--- src/rtl/sub_serial_signed.sv ---
// Bit-serial signed subtractor z = x - y, one result bit per cycle, LSB first.
// The result is one bit wider than the operands, so it never wraps.
//
// state | meaning
// IDLE  | waiting for a request; in_ready high
// CALC  | shifting out WIDTH+1 difference bits
// DONE  | z valid, held until out_ready
module sub_serial_signed #(
  parameter int WIDTH = 4
) (
  input  logic                    clk,
  input  logic                    rst,
  input  logic                    in_valid,
  output logic                    in_ready,
  input  logic signed [WIDTH-1:0] x,
  input  logic signed [WIDTH-1:0] y,
  output logic                    out_valid,
  input  logic                    out_ready,
  output logic signed [WIDTH:0]   z,
  output logic                    busy
);

  localparam int CNT_W = $clog2(WIDTH + 1);
  localparam logic [CNT_W-1:0] CNT_LAST = CNT_W'(WIDTH);

  typedef enum logic [1:0] {S_IDLE, S_CALC, S_DONE} state_t;

  state_t           r_state;
  logic [WIDTH:0]   r_opa;
  logic [WIDTH:0]   r_opb;
  logic [WIDTH-1:0] r_acc;
  logic [WIDTH:0]   r_z;
  logic [CNT_W-1:0] r_cnt;
  logic             r_carry;

  logic w_sum;
  logic w_cout;

  assign w_sum  = r_opa[0] ^ r_opb[0] ^ r_carry;
  assign w_cout = (r_opa[0] & r_opb[0]) | (r_opa[0] & r_carry) | (r_opb[0] & r_carry);

  // Subtraction as x + ~y + 1: the initial carry supplies the +1.
  always_ff @(posedge clk or posedge rst) begin
    if (rst) begin
      r_state <= S_IDLE;
      r_opa   <= '0;
      r_opb   <= '0;
      r_acc   <= '0;
      r_z     <= '0;
      r_cnt   <= '0;
      r_carry <= 1'b0;
    end else begin
      case (r_state)
        S_IDLE: begin
          if (in_valid) begin
            r_opa   <= {x[WIDTH-1], x};
            r_opb   <= ~{y[WIDTH-1], y};
            r_carry <= 1'b1;
            r_cnt   <= '0;
            r_state <= S_CALC;
          end
        end
        S_CALC: begin
          r_opa   <= r_opa >> 1;
          r_opb   <= r_opb >> 1;
          r_carry <= w_cout;
          r_acc   <= {w_sum, r_acc[WIDTH-1:1]};
          r_cnt   <= r_cnt + CNT_W'(1);
          // z is only updated on completion so it keeps the previous result during CALC.
          if (r_cnt == CNT_LAST) begin
            r_z     <= {w_sum, r_acc};
            r_state <= S_DONE;
          end
        end
        S_DONE: begin
          if (out_ready) r_state <= S_IDLE;
        end
        default: r_state <= S_IDLE;
      endcase
    end
  end

  assign in_ready  = (r_state == S_IDLE);
  assign out_valid = (r_state == S_DONE);
  assign busy      = (r_state != S_IDLE);
  assign z         = r_z;

endmodule

--- config.mk ---
export PLATFORM = sky130hd
export DESIGN_NAME = sub_serial_signed
export DESIGN_NICKNAME = d
export VERILOG_FILES = /design/src/rtl/sub_serial_signed.sv
export SDC_FILE = /design/constraint.sdc
export NUM_CORES = 1
export LEC_CHECK = 0
export BUFFER_PORTS_ARGS = -buffer_cell sky130_fd_sc_hd__buf_2
export CAP_MARGIN = 30
export CORE_ASPECT_RATIO = 0.6
export CORE_MARGIN = 8
export CORE_UTILIZATION = 50
export DETAILED_ROUTE_END_ITERATION = 10
export GPL_ROUTABILITY_DRIVEN = 0
export PLACE_DENSITY = 0.79
export SYNTH_ARGS = -nofsm -noshare
export SYNTH_HDL_FRONTEND = slang
export SYNTH_SLANG_ARGS = --single-unit
--- constraint.sdc ---
create_clock -name clk -period 1.5 [get_ports clk]
set_input_delay 0.375 -clock clk [delete_from_list [all_inputs] [get_ports clk]]
set_output_delay 0.375 -clock clk [all_outputs]
set_load 0.02 [all_outputs]
==> load_flow_metrics.sql <==
INSERT INTO impl_metrics (metric_group, metric, value, unit) VALUES
('yosys', 'post_synth_inst_count', '108', ''),
('die', 'floorplan.die.height', '53.79', 'um'),
('worst_setup_path', 'timing.critical_path.cells', 'nor2_4, inv_1, buf_2', ''),
('worst_setup_path', 'setup.reg_to_reg.worst_slack', '0.13', 'ns'),
('detailed_routing', 'wirelength', '2469', 'um'),
('yosys', 'yosysUniqueCellTypes', '26', ''),
('timing', 'achievable-frequency', '685.3', 'MHz'),
('worst_setup_path', 'class_of_the_most_critical_setup_path', 'flop to output port', ''),
('yosys', 'postSynthNetCount', '123', ''),
('detailed_routing', 'route.detailed.vias_per_inst', '5.410', ''),
('timing', 'final_period_minus_worst_setup_slack', '1.459', 'ns'),
('timing', 'max_slew.worst_pin.slew', '0.3367', 'ns'),
('timing', 'timing.final.hold_violations', '0', ''),
('die', 'core.rowCount', '13', ''),
('clocking', 'clk_latency_worst_skew_pair', '0.28', 'ns'),
('hold_path', 'hold_class', 'input pin to asynchronous set/reset pin', ''),
('detailed_routing', 'routed-via-count', '871', ''),
('global_routing', 'grt_first_pass_wirelength', '4264', 'um'),
('run_status', 'run_status', 'completed', ''),
('clocking', 'worst_setup_hold_path_clk_slew', '0.09', 'ns'),
('global_routing', 'first_global_vias', '914', ''),
('worst_setup_path', 'worst_setup_path_start_kind', 'flop', ''),
('worst_setup_path', 'cp_max_fo', '7', ''),
('clocking', 'clock_tree_from_tritoncts', 'yes', ''),
('yosys', 'yosysTopAreaCell', 'sky130_fd_sc_hd__dfrtp_1', ''),
('detailed_routing', 'initial_drt_markers', '51', ''),
('yosys', 'seq_area_frac_synth', '0.5258', ''),
('detailed_routing', 'routed_len_inst', '15.34', 'um'),
('timing', 'unrepaired_setup_endpoints_after_global_routing', 'yes', ''),
('detailed_routing', 'dr.pass1.iters', '4', ''),
('yosys', 'synth_enable_flop_cells', '0', ''),
('die', 'die_x', '78.98', 'um'),
('global_routing', 'gr-total-overflow', '0', ''),
('clocking', 'ctsLongestPathBuffers', '2', ''),
('yosys', 'fraction_of_registers_with_async_set_reset', '1.000', ''),
('timing', 'hold_slack', '0.1292', 'ns'),
('power', 'vdd.ir_drop.worst', '1.027', 'mV'),
('layout', 'final_nets', '147', ''),
('power', 'leakage_power', '0.6834', 'nW'),
('placed_design', 'port-buffer-count', '19', ''),
('clocking', 'cts_root_buf', 'sky130_fd_sc_hd__clkbuf_8', ''),
('timing', 'setup_ws', '0.04076', 'ns'),
('yosys', 'synth-seq-cells', '25', ''),
('clocking', 'cts_hold_buf', '0', ''),
('yosys', 'postSynthAreaPerCell', '11.02', 'um2'),
('run', 'cap_viol_max_count', '0', ''),
('clocking', 'cts.sink_count', '25', ''),
('global_routing', 'pin_count_of_the_biggest_net_entering_global_routing', '26', ''),
('timing', 'largest_clock_skew_in_the_final_design', '0.009793', 'ns'),
('die', 'io_pins', '20', ''),
('global_routing', 'grt_usage', '0.1309', ''),
('clocking', 'cts-buffers-inserted', '3', ''),
('worst_setup_path', 'timing.critical_path.slowest_cell_delay', '0.47', 'ns'),
('global_routing', 'grt_antenna_before_repair', '0', ''),
('die', 'floorplan.initialDensity', '0.5379', ''),
('layout', 'drive_above_1_share', '0.3282', ''),
('yosys', 'synth_top_flop_cell', 'sky130_fd_sc_hd__dfrtp_1', ''),
('worst_setup_path', 'timing.critical_path.arrival', '1.08', 'ns'),
('power', 'power.density_cell_area', '2244', 'nW/um2'),
('die', 'placeableCoreArea', '2212', 'um2'),
('layout', 'fin_util', '0.6318', ''),
('worst_setup_path', 'worst_ep_required_time', '1.12', 'ns'),
('timing', 'slew-limit-headroom', '0.7747', ''),
('yosys', 'post_synth_main_area_contributors', 'sky130_fd_sc_hd__dfrtp_1 (53%), sky130_fd_sc_hd__mux2_4 (6.3%), sky130_fd_sc_hd__nand2_1 (5.0%)', ''),
('layout', 'area_delta_synth_final', '17.46', '%'),
('worst_setup_path', 'crit_buf_inv', '2', ''),
('die', 'die_ar', '4248', 'um2'),
('worst_setup_path', 'critPathCaptureType', 'output port', ''),
('yosys', 'yosysWarnings', '0', ''),
('timing', 'maxSlewViolCount', '0', ''),
('yosys', 'netlist.area_leader.share', '0.5258', ''),
('layout', 'insertedDiodeCount', '0', ''),
('placed_design', 'hpwl', '1849', 'um'),
('placed_design', 'dp_slack', '0.1165', 'ns'),
('worst_setup_path', 'crit_slowest_cell', 'sky130_fd_sc_hd__dfrtp_2', ''),
('detailed_routing', 'drt_drc_violations_left', '0', ''),
('worst_setup_path', 'cp_top_family', 'flip-flops', ''),
('yosys', 'syn-cell-area', '1190', 'um2'),
('timing', 'setup_viol', '0', ''),
('detailed_routing', 'detail-route-antenna-nets', '0', ''),
('timing', 'post-route-period-util', '0.9728', ''),
('clocking', 'htree_levels', '1', '');
stage by stage:
| step | TNS [ns] | cells | total power (W) | area [um2] |
|---|---|---|---|---|
| after detailed placement | 0 | 155 | 0.002680 | 1313 |
| after global routing | -0.03685 | 161 | 0.003404 | 1398 |
| after CTS | -0.004671 | 161 | 0.003130 | 1379 |
| after global placement | 0 | 155 | 0.002605 | 1313 |
| after floorplan | 0 | 108 | 0.002342 | 1192 |
| final | 0 | 161 | 0.003136 | 1398 |
power by group:
group          internal, W  leakage (nW)  switching [W]
Combinational     0.000708         0.358       0.000754
Sequential         0.00100         0.304       0.000256
Clock             0.000189        0.0217       0.000226
synthesized netlist by cell type (4+ instances only):
cell and count:
sky130_fd_sc_hd__nor2_1 6, sky130_fd_sc_hd__mux2_4 5, sky130_fd_sc_hd__inv_1 6, sky130_fd_sc_hd__dfrtp_1 25, sky130_fd_sc_hd__o31ai_1 4, sky130_fd_sc_hd__buf_2 4
sky130_fd_sc_hd__nor3_1 8, sky130_fd_sc_hd__nand2_1 16, sky130_fd_sc_hd__nor3b_1 5, sky130_fd_sc_hd__o21ai_0 5, sky130_fd_sc_hd__nand2b_1 5
cells in the final DEF (no fill, tap or decap), drive strengths merged, types with 3 or more instances in the layout:
cell    netlist  layout
dfrtp        25      25
buf           6      25
nand2        16      16
nor3          8       8
nor2          6       6
inv           6       6
nor3b         5       5
o21ai         5       5
mux2          5       5
nand2b        5       5
o31ai         4       4
clkbuf        0       3
final timing paths:
check	startpoint	to	depth (start not counted)
worst min register to register	r_acc[3]	r_acc[2]	2
max in group asynchronous	rst	r_state[0]	3
worst max-delay path	r_state[0]	busy	3
worst min-delay path	rst	r_acc[3]	3
worst max register to register	r_state[1]	z[0]	4
min in group clk	y[3]	r_opb[4]	2
cells by family after synthesis:
| logic type | Yosys count | synth area share |
|---|---|---|
| adder cells (fa/ha/maj) | 3 | 0.03785 |
| multiplexers | 6 | 0.07150 |
| buffers and inverters | 12 | 0.05468 |
| AND/OR/NAND/NOR | 43 | 0.1914 |
| AO/OA/AOI/OAI | 19 | 0.1188 |
| flip-flops | 25 | 0.5258 |
state kept, by name, indices dropped and copies added, names as in the netlist:
signal / cells
r_state: 2
r_carry: 1
r_acc: 4
r_opa: 5
r_opb: 5
r_cnt: 3
z: 5
metal layers:
metal,routed length [um],up-vias,track usage
li1,-,419,-
met1,1145,429,0.1554
met2,1153,18,0.2130
met3,130,5,0.04319
met4,40,0,0.06707
met5,0,-,0
worst reg2reg max path, stage by stage (launching register included):
cell                      delay (ns)
sky130_fd_sc_hd__dfrtp_2        0.47
sky130_fd_sc_hd__buf_4          0.17
sky130_fd_sc_hd__nor2b_4        0.14
sky130_fd_sc_hd__nand3_4        0.15
sky130_fd_sc_hd__mux2_4         0.33
cell type report:
type / instances / area, um2
Clock inverter: 1 / 7.507
Fill cell: 198 / 814.5
Inverter: 6 / 22.52
Sequential cell: 25 / 628.1
Clock buffer: 3 / 41.29
Multi-Input combinational cell: 71 / 514.2
Timing Repair Buffer: 25 / 146.4
Tap cell: 30 / 37.54
what timing repair did:
action | 4_1_cts | 5_1_grt
setup endpoints to repair | 3 | 3
endpoints found under the hold margin | 0 | 0
buffers inserted | 2 | 0
gates resized for setup | 2 | 6
pin swaps | 0 | 0
Note: power is estimated with default switching activity, not from simulation.
